$ cat config.mk
export PLATFORM = sky130hd
export DESIGN_NAME = grey_fifo_ctrl
export DESIGN_NICKNAME = d
export VERILOG_FILES = /design/src/rtl/grey_fifo_pkg.sv /design/src/rtl/bin_to_grey.sv /design/src/rtl/grey_fifo_ctrl.sv
export SDC_FILE = /design/constraint.sdc
export NUM_CORES = 1
export LEC_CHECK = 0
export CORE_MARGIN = 10
export CORE_UTILIZATION = 47
export DETAILED_ROUTE_END_ITERATION = 6
export PLACE_DENSITY = 0.83
export SETUP_SLACK_MARGIN = 0.5
export SYNTH_ARGS = -nofsm -noshare
export SYNTH_HDL_FRONTEND = slang
export SYNTH_SLANG_ARGS = --single-unit
export TNS_END_PERCENT = 30
$ cat constraint.sdc
create_clock -name CLK -period 3.2 [get_ports CLK]
set_clock_uncertainty 0.15 [all_clocks]
set_input_delay 0.96 -clock CLK [delete_from_list [all_inputs] [get_ports CLK]]
set_output_delay 0.96 -clock CLK [all_outputs]
set_load 0.01 [all_outputs]
$ cat src/rtl/grey_fifo_pkg.sv
// Shared constants for the Grey-coded FIFO pointer controller.
package grey_fifo_pkg;

  localparam int    DEFAULT_ADDR_W = 4;
  localparam string ENDIAN         = "BIG";

endpackage

$ cat src/rtl/bin_to_grey.sv
// Combinational binary-to-Grey converter; ENDIAN selects which end holds the MSB.
module bin_to_grey #(
  parameter int    WIDTH  = 5,
  parameter string ENDIAN = "BIG"
) (
  input  logic [WIDTH-1:0] bin_i,
  output logic [WIDTH-1:0] grey_o
);

  generate
    if (ENDIAN == "BIG") begin : g_big
      assign grey_o = bin_i ^ (bin_i >> 1);
    end else begin : g_little
      // Bit 0 is the most significant bit, so each bit folds in its lower-index neighbour.
      assign grey_o[0] = bin_i[0];
      for (genvar i = 1; i < WIDTH; i++) begin : g_bit
        assign grey_o[i] = bin_i[i] ^ bin_i[i-1];
      end
    end
  endgenerate

endmodule

$ cat src/rtl/grey_fifo_ctrl.sv
// FIFO pointer/flag controller: binary pointers with wrap bit, registered Grey copies,
// registered occupancy flags and sticky overflow/underflow errors.
module grey_fifo_ctrl
  import grey_fifo_pkg::*;
#(
  parameter int ADDR_W   = DEFAULT_ADDR_W,
  parameter int AF_LEVEL = 2**ADDR_W - 2,
  parameter int AE_LEVEL = 2
) (
  input  logic              CLK,
  input  logic              RST_N,
  input  logic              CLR,
  input  logic              PUSH,
  input  logic              POP,
  output logic              WR_EN,
  output logic [ADDR_W-1:0] WR_ADDR,
  output logic              RD_EN,
  output logic [ADDR_W-1:0] RD_ADDR,
  output logic              FULL,
  output logic              EMPTY,
  output logic              ALMOST_FULL,
  output logic              ALMOST_EMPTY,
  output logic [ADDR_W:0]   COUNT,
  output logic [ADDR_W:0]   WR_PTR_GREY,
  output logic [ADDR_W:0]   RD_PTR_GREY,
  output logic              OVERFLOW,
  output logic              UNDERFLOW
);

  localparam int PW = ADDR_W + 1;
  localparam logic [PW-1:0] DEPTH_C = PW'(2**ADDR_W);
  localparam logic [PW-1:0] AF_C    = PW'(AF_LEVEL);
  localparam logic [PW-1:0] AE_C    = PW'(AE_LEVEL);

  logic [PW-1:0] wr_ptr_q, wr_ptr_d;
  logic [PW-1:0] rd_ptr_q, rd_ptr_d;
  logic [PW-1:0] wr_grey_q, wr_grey_d;
  logic [PW-1:0] rd_grey_q, rd_grey_d;
  logic [PW-1:0] count_q, count_d;
  logic          full_q, full_d;
  logic          empty_q, empty_d;
  logic          af_q, af_d;
  logic          ae_q, ae_d;
  logic          overflow_q, overflow_d;
  logic          underflow_q, underflow_d;
  logic          push_acc, pop_acc;

  always_comb begin
    push_acc    = PUSH & ~full_q & ~CLR;
    pop_acc     = POP & ~empty_q & ~CLR;
    wr_ptr_d    = wr_ptr_q + {{ADDR_W{1'b0}}, push_acc};
    rd_ptr_d    = rd_ptr_q + {{ADDR_W{1'b0}}, pop_acc};
    // A blocked push alongside an accepted pop (or vice versa) is not counted as an error.
    overflow_d  = overflow_q | (PUSH & full_q & ~pop_acc);
    underflow_d = underflow_q | (POP & empty_q & ~push_acc);
    if (CLR) begin
      wr_ptr_d    = '0;
      rd_ptr_d    = '0;
      overflow_d  = 1'b0;
      underflow_d = 1'b0;
    end
    count_d = wr_ptr_d - rd_ptr_d;
    full_d  = (count_d == DEPTH_C);
    empty_d = (count_d == '0);
    af_d    = (count_d >= AF_C);
    ae_d    = (count_d <= AE_C);
  end

  bin_to_grey #(.WIDTH(PW), .ENDIAN(ENDIAN)) u_wr_grey (
    .bin_i  (wr_ptr_d),
    .grey_o (wr_grey_d)
  );

  bin_to_grey #(.WIDTH(PW), .ENDIAN(ENDIAN)) u_rd_grey (
    .bin_i  (rd_ptr_d),
    .grey_o (rd_grey_d)
  );

  always_ff @(posedge CLK or negedge RST_N) begin
    if (!RST_N) begin
      wr_ptr_q    <= '0;
      rd_ptr_q    <= '0;
      wr_grey_q   <= '0;
      rd_grey_q   <= '0;
      count_q     <= '0;
      full_q      <= 1'b0;
      empty_q     <= 1'b1;
      af_q        <= 1'b0;
      ae_q        <= 1'b1;
      overflow_q  <= 1'b0;
      underflow_q <= 1'b0;
    end else begin
      wr_ptr_q    <= wr_ptr_d;
      rd_ptr_q    <= rd_ptr_d;
      wr_grey_q   <= wr_grey_d;
      rd_grey_q   <= rd_grey_d;
      count_q     <= count_d;
      full_q      <= full_d;
      empty_q     <= empty_d;
      af_q        <= af_d;
      ae_q        <= ae_d;
      overflow_q  <= overflow_d;
      underflow_q <= underflow_d;
    end
  end

  // Strobes are gated by reset directly so nothing reaches storage while RST_N is low.
  assign WR_EN        = push_acc & RST_N;
  assign RD_EN        = pop_acc & RST_N;
  assign WR_ADDR      = wr_ptr_q[ADDR_W-1:0];
  assign RD_ADDR      = rd_ptr_q[ADDR_W-1:0];
  assign FULL         = full_q;
  assign EMPTY        = empty_q;
  assign ALMOST_FULL  = af_q;
  assign ALMOST_EMPTY = ae_q;
  assign COUNT        = count_q;
  assign WR_PTR_GREY  = wr_grey_q;
  assign RD_PTR_GREY  = rd_grey_q;
  assign OVERFLOW     = overflow_q;
  assign UNDERFLOW    = underflow_q;

endmodule

==> metrics.csv, run 1 <==
stage,metric,value,unit
pwr,total power,1.03,mW
clocking,Clock Pin Slew Worst Setup and Hold Paths,0.09,ns
detailed_routing,TritonRoute pass-1 iters,4,
clocking,Sink Count,29,
detailed_routing,DR WL/cell,16.0,um
finish,layout cells sized above 1,44.4,%
min_path,HP Class,flop to flop,
global_route,M2 GR Usage,22.0,%
worst_setup_path,Critical Path End Type,flop,
detailed_routing,routed vias/inst,4.90,
detailed_routing,final antenna-violating net count,0,
global_route,met3 global-route usage,5.99,%
synth,post-synthesis cell type count,27,
placement,DP HPWL,2430,um
global_route,first-pass GRT wire length,5580,um
timing,Final Hold Viols,0,
finish,Final nets,191,
timing,hold slack final,0.370,ns
timing,unrepaired setup endpoints after global routing,yes,
clocking,clock latency on the worst-skew pair,0.32,ns
global_route,remaining global-route overflow,0,
placement,number of port buffers,35,
floorplan,num ports,36,
pwr,VDD IR max,0.467,mV
synth,synthesized area,1310,um2
placement,Area after DPL,1970,um2
timing,Final WS setup,0.205,ns
detailed_routing,DRC errors left,0,
status,outcome,"finished, final reports clean",
worst_setup_path,Critical Path AT,3.07,ns
worst_setup_path,crit path max-delay cell type,fa_2,
floorplan,die height,72.8,um
clocking,CTS Buffer Depth,2,
synth,Post-Syn Area per Cell,12.5,um2
worst_setup_path,Worst setup SP type,input pin,
global_route,GR peak layer,met2,
timing,Slew headroom,71.1,%
finish,design area,2150,um2
worst_setup_path,Register-to-Register Path Depth,12,
global_route,largest net degree at the start of global routing,30,
floorplan,die footprint,5300,um2
placement,pre-CTS setup slack,-0.582,ns
worst_setup_path,worst-path fanout max,5,
synth,syn nets,119,
clocking,Inserted Clock Buffers,5,
timing,fin crit period,2.99,ns
pwr,leakage,1.00,nW
worst_setup_path,CP most frequent cell,ha_4,
timing,Slew Limit Fails,0,
floorplan,Rows,19,
global_route,initial antenna violation count,0,
detailed_routing,final wirelength,3350,um
worst_setup_path,kind of critical path,input pin to flop,
synth,sequential cell area fraction in the yosys report,55.6,%
placement,Placer Congestion,0.847,
worst_setup_path,crit path cell chain,buf_6 > nand2b_4 > nor2_4 > ha_4 > nor2b_4 > ha_4 > inv_2 > fa_2 > a21o_1 > a21oi_2 > xnor3_2 > buf_4 > nor4_2,
floorplan,core area,2710,um2
worst_setup_path,CP Data Required Time,3.28,ns
floorplan,Chip Width,72.8,um
global_route,met1 usage,14.9,%
worst_setup_path,"slowest stage delay, CP",0.35,ns
global_route,Tot GR Track Use,13.6,%
timing,fmax,334,MHz
pwr,PD cells,479,nW/um2
finish,Filler cells,154,
finish,Antenna Cells,0,
clocking,CTS tree,built,
timing,# setup viols final,0,
synth,YS warnings,0,
clocking,root buffer cell,clkbuf_4,
synth,#FFs+latches synth,29,
floorplan,Initial Utilization,48.3,%
min_path,Min-Delay Path Depth,2,
detailed_routing,drt initial violations,44,
timing,Tcrit/Tclk final,93.6,%
global_route,number of global-route vias before repair,1100,
timing,Least-Margin Pin Slew,0.433,ns
detailed_routing,via count,1024,
synth,Cells after Synth,105,
clocking,htree depth,2,
run,max cap viols,0,
finish,Syn-to-layout area delta,64.5,%
-- sequential cells by signal, indices dropped and copies added, names as in the netlist --
name / count
ALMOST_EMPTY: 1
ALMOST_FULL: 1
COUNT: 5
EMPTY: 1
FULL: 1
OVERFLOW: 1
RD_PTR_GREY: 5
UNDERFLOW: 1
WR_PTR_GREY: 5
rd_ptr_q: 4
wr_ptr_q: 4
-- metal layers --
| layer | up-vias | part of all wire (%) |
|---|---|---|
| met2 | 25 | 53 |
| li1 | 491 | - |
| met4 | 0 | 1.6 |
| met1 | 504 | 37 |
| met3 | 4 | 7.7 |
| met5 | - | 0 |
-- cells by family after synthesis --
kind of cell / Yosys count / synth area share [%]
buffers and inverters: 10 / 3.15
XOR/XNOR: 13 / 9.85
multiplexers: 4 / 4.21
flip-flops: 29 / 55.6
AND/OR/NAND/NOR: 33 / 13.9
adder cells (fa/ha/maj): 9 / 9.18
AO/OA/AOI/OAI: 7 / 4.11
-- synth_stat cells --
library cell | number | share of area, %
nand2b_1 | 6 | 2.9
clkbuf_1 | 1 | 0.29
ha_1 | 8 | 7.6
a21o_1 | 1 | 0.57
mux2i_1 | 1 | 0.76
nor2b_1 | 3 | 1.4
nand3_1 | 3 | 1.1
nor4b_2 | 1 | 1.1
nor2_1 | 16 | 4.6
and3_4 | 1 | 0.86
mux2_2 | 2 | 1.7
a21oi_1 | 2 | 0.76
nand3b_1 | 1 | 0.57
a31oi_1 | 2 | 0.96
inv_1 | 8 | 2.3
xnor3_2 | 1 | 1.8
mux2i_4 | 1 | 1.7
xor2_1 | 6 | 4.0
buf_4 | 1 | 0.57
dfstp_2 | 2 | 4.0
nand2_1 | 1 | 0.29
fa_1 | 1 | 1.5
xnor2_1 | 6 | 4.0
a31o_1 | 1 | 0.67
nor4_2 | 1 | 0.96
a2111oi_2 | 1 | 1.1
dfrtp_1 | 27 | 52
-- worst paths after layout --
| kind | from | to | slack [ns] |
|---|---|---|---|
| worst max-delay path | POP | EMPTY | 0.21 |
| worst min-delay path | OVERFLOW | OVERFLOW | 0.37 |
| worst max register to register | EMPTY | EMPTY | 0.33 |
| worst min register to register | OVERFLOW | OVERFLOW | 0.37 |
| max in group asynchronous | RST_N | ALMOST_EMPTY | 1.94 |
| min in group asynchronous | RST_N | RD_PTR_GREY[1] | 0.65 |
-- report_power, final --
group | switching, mW | internal, mW | total [mW]
Sequential | 0.0219 | 0.420 | 0.441
Combinational | 0.164 | 0.221 | 0.385
Clock | 0.122 | 0.0835 | 0.206
-- final cells by class --
type                            count  area [um2]  area share [%]
Clock inverter                      2        10.0           0.465
Multi-Input combinational cell     66         732            34.0
Timing Repair Buffer               67         573            26.6
Sequential cell                    29         728            33.8
Inverter                            8        30.0            1.39
Clock buffer                        6        41.3            1.92
Tap cell                           31        38.8            1.80
-- what timing repair did --
item,CTS,global route
hold buffers,0,0
endpoints found under the setup margin,12,8
cloned,0,0
buffers inserted,2,5
pin swaps,9,9
gates resized for setup,37,3
-- layout by cell type, fill, tap and decap left out, types with 2 or more instances in the layout --
cell / count
nor2_4: 2
nor2_2: 3
inv_2: 3
nand3_1: 3
buf_2: 3
xor2_2: 2
nand2b_1: 2
xor2_1: 4
clkbuf_4: 5
a31oi_1: 2
clkinv_2: 2
clkdlybuf4s50_1: 29
buf_4: 33
nand2b_4: 4
dfstp_2: 2
xnor2_1: 4
dfrtp_1: 27
ha_1: 2
ha_4: 6
inv_1: 5
xnor2_2: 2
mux2_2: 2
nor2b_1: 2
nor2_1: 11
-- metrics by stage --
step	instances	TNS, ns	util [%]
after floorplan	105	-0.0831	-
after global placement	194	-3.92	72.5
after detailed placement	194	-4.36	72.5
after CTS	204	0	77.7
after global routing	209	0	79.5
final	209	0	79.5
-- critical path, delay by kind of cell --
family                     cells  cell delay (ns)
xor gates and xnor gates       1             0.33
buffers and inverters          3             0.31
adders and majority gates      3             0.76
and+or+nand+nor                4             0.45
AOI/OAI and AO/OA              2             0.28
No activity file was read; power rests on OpenSTA's default activity.
==> run 2: changes to the inputs <==
Settings changed: CORE_UTILIZATION 47 to 42, PLACE_DENSITY 0.83 to 0.79.
Clock period 3.2 ns to 2.5 ns, I/O delays scaled along.
==> run 2 against run 1 <==
Compared with the run above:
- the run now ends with negative setup slack left
- sequential share of layout area fell by 2.6 points
- clock power rose by 43%
- total power rose by 36%
- final cell count rose by 9.1%
- combinational power rose by 43%
- first-iteration DRC count fell by 18%
- worst hold slack improved by 0.031 ns
- setup slack got worse by 0.55 ns
- sequential power rose by 28%
==> metrics.csv, run 2 (same netlist as run 1, synthesis figures left out) <==
stage,metric,value,unit
floorplan,num ports,36,
pwr,total power,1.41,mW
finish,highest-count cells in the layout ignoring fill and taps,"30 x buf_4, 26 x dfrtp_1, 23 x dlygate4sd2_1, 9 x nor2_1, 9 x buf_6",
timing,Tcrit/Tclk final,114,%
detailed_routing,DR WL/cell,17.4,um
pwr,Reg power frac,40.1,%
finish,Syn-to-layout area delta,78.6,%
min_path,Min-Delay Path Depth,2,
worst_setup_path,Worst setup SP type,flop,
timing,Final WS setup,-0.347,ns
detailed_routing,drt initial violations,36,
finish,layout cells sized above 1,51.6,%
clocking,Inserted Clock Buffers,5,
worst_setup_path,worst reg2reg startpoint,EMPTY,
timing,Slew Limit Fails,0,
timing,Least-Margin Pin Slew,0.369,ns
pwr,leakage,1.17,nW
clocking,CTS tree,built,
detailed_routing,DRC errors left,0,
worst_setup_path,kind of critical path,flop to flop,
placement,number of port buffers,35,
placement,pre-CTS setup slack,-1.03,ns
detailed_routing,TritonRoute pass-1 iters,4,
min_path,Hold Path End,OVERFLOW,
pwr,VDD IR max,0.546,mV
detailed_routing,via count,1046,
worst_setup_path,crit path cell chain,nand2b_4 > nor2_4 > ha_4 > nor2b_4 > ha_4 > inv_2 > fa_2 > a21o_1 > a21oi_2 > xnor3_2 > a31o_1,
placement,Placer Congestion,0.814,
worst_setup_path,Critical Path AT,2.92,ns
finish,Final nets,197,
floorplan,die footprint,5750,um2
timing,unrepaired setup endpoints after global routing,yes,
min_path,worst hold start,OVERFLOW,
global_route,Tot GR Track Use,14.2,%
global_route,largest net degree at the start of global routing,30,
worst_setup_path,Reg2Reg Setup Slack,-0.35,ns
floorplan,Chip Width,75.8,um
detailed_routing,final antenna-violating net count,0,
min_path,HP Class,flop to flop,
worst_setup_path,R2R Path End,ALMOST_FULL,
placement,DP HPWL,2550,um
finish,fin util,77.2,%
timing,Final Hold Viols,0,
floorplan,die height,75.8,um
detailed_routing,final wirelength,3960,um
pwr,switch share,30.8,%
floorplan,Initial Utilization,43.2,%
pwr,internal power,974,uW
clocking,"Hold-fix buffers, CTS",0,
global_route,number of global-route vias before repair,1212,
floorplan,Rows,20,
worst_setup_path,CP most frequent cell,ha_4,
timing,fin crit period,2.85,ns
timing,# setup viols final,6,
pwr,PD cells,602,nW/um2
worst_setup_path,Register-to-Register Path Depth,11,
worst_setup_path,"delay-heaviest family, CP",adder cells,
worst_setup_path,"slowest stage delay, CP",0.55,ns
clocking,Sink Count,29,
worst_setup_path,Critical Path End Type,flop,
worst_setup_path,launch point of the critical path,EMPTY,
run,max cap viols,0,
clocking,clock latency on the worst-skew pair,0.33,ns
global_route,first-pass GRT wire length,6050,um
timing,fmax,351,MHz
clocking,CTS Buffer Depth,2,
global_route,remaining global-route overflow,0,
floorplan,core area,3030,um2
status,failing checks,negative setup slack,
worst_setup_path,CP Data Required Time,2.57,ns
detailed_routing,routed vias/inst,4.59,
clocking,root buffer cell,clkbuf_4,
pwr,power share of the clock group,20.9,%
clocking,Clock Pin Slew Worst Setup and Hold Paths,0.09,ns
pwr,Comb power frac,39.0,%
global_route,initial antenna violation count,0,
worst_setup_path,crit path buf inv count,1,
finish,Antenna Cells,0,
worst_setup_path,crit path max-delay cell type,dfstp_2,
timing,hold slack final,0.401,ns
worst_setup_path,worst-path fanout max,5,
timing,Slew headroom,75.4,%
pwr,Net Sw Power,434,uW
finish,Filler cells,171,
finish,"leading cell type in the layout, fill and taps excluded",buf_4,
clocking,htree depth,2,
status,outcome,"complete, but fails checks",
timing,setup TNS,-1.58,ns
## run 2: changes by cell type in the layout (fill, tap and decap cells not counted), sizes merged
cell / change
clkdlybuf4s50: -29
dlygate4sd2: +22
buf: +8
clkdlybuf4s15: +4
clkbuf: +3
clkinv: -2
## run 2: per-stage QoR
stage          area [um2]  instances
2_1_floorplan        1430        105
3_3_place_gp         1990        208
3_5_place_dp         1990        208
4_1_cts              2260        226
5_1_grt              2340        228
6_report             2340        228
## run 2: worst max path at each step
| stage | endpoint | slack, ns | cells after the start |
|---|---|---|---|
| after detailed placement | FULL | -1.03 | 12 |
| after global placement | FULL | -0.96 | 11 |
| after CTS | ALMOST_FULL | -0.29 | 11 |
| final | ALMOST_FULL | -0.35 | 11 |
| after global routing | ALMOST_EMPTY | -0.45 | 11 |
| after floorplan | FULL | -0.51 | 13 |
## run 2: area by class of cell
type                            instances  area, um2  area share, %
Timing Repair Buffer                   73        638           27.3
Multi-Input combinational cell         66        823           35.2
Sequential cell                        29        729           31.2
Inverter                                8       32.5           1.39
Clock buffer                            8       58.8           2.52
Tap cell                               44       55.1           2.36
## run 2: power by group through the flow
stage	registers [mW]	clock network, mW	logic (mW)
after floorplan	0.602	0	0.171
after global placement	0.571	0	0.426
after detailed placement	0.573	0	0.441
after CTS	0.564	0.306	0.533
after global routing	0.571	0.322	0.587
final	0.564	0.294	0.550
## run 2: layer usage
metal	part of all wire [%]	GRT usage, %
met1	38	14.6
met2	54	25.3
met3	7.1	6.38
met4	0.93	4.54
met5	0	0
## run 2: what timing repair did
item / in CTS / in global routing
pin swaps: 15 / 10
resized for setup: 97 / 18
setup buffers: 10 / 2
endpoints found under the setup margin: 55 / 22
## run 2: worst reg2reg max path, cell delays in order (launching register included)
cell      delay, ns
dfstp_2        0.55
nand2b_4       0.14
nor2_4         0.04
ha_4           0.25
nor2b_4        0.18
ha_4           0.17
inv_2          0.04
fa_2           0.33
a21o_1         0.20
a21oi_2        0.13
xnor3_2        0.35
a31o_1         0.22
==> run 3: changes to the inputs <==
Settings changed: SLEW_MARGIN from default to 20.
==> results of run 3 <==
The final DEF is identical to that of run 2; final timing and power are the same.
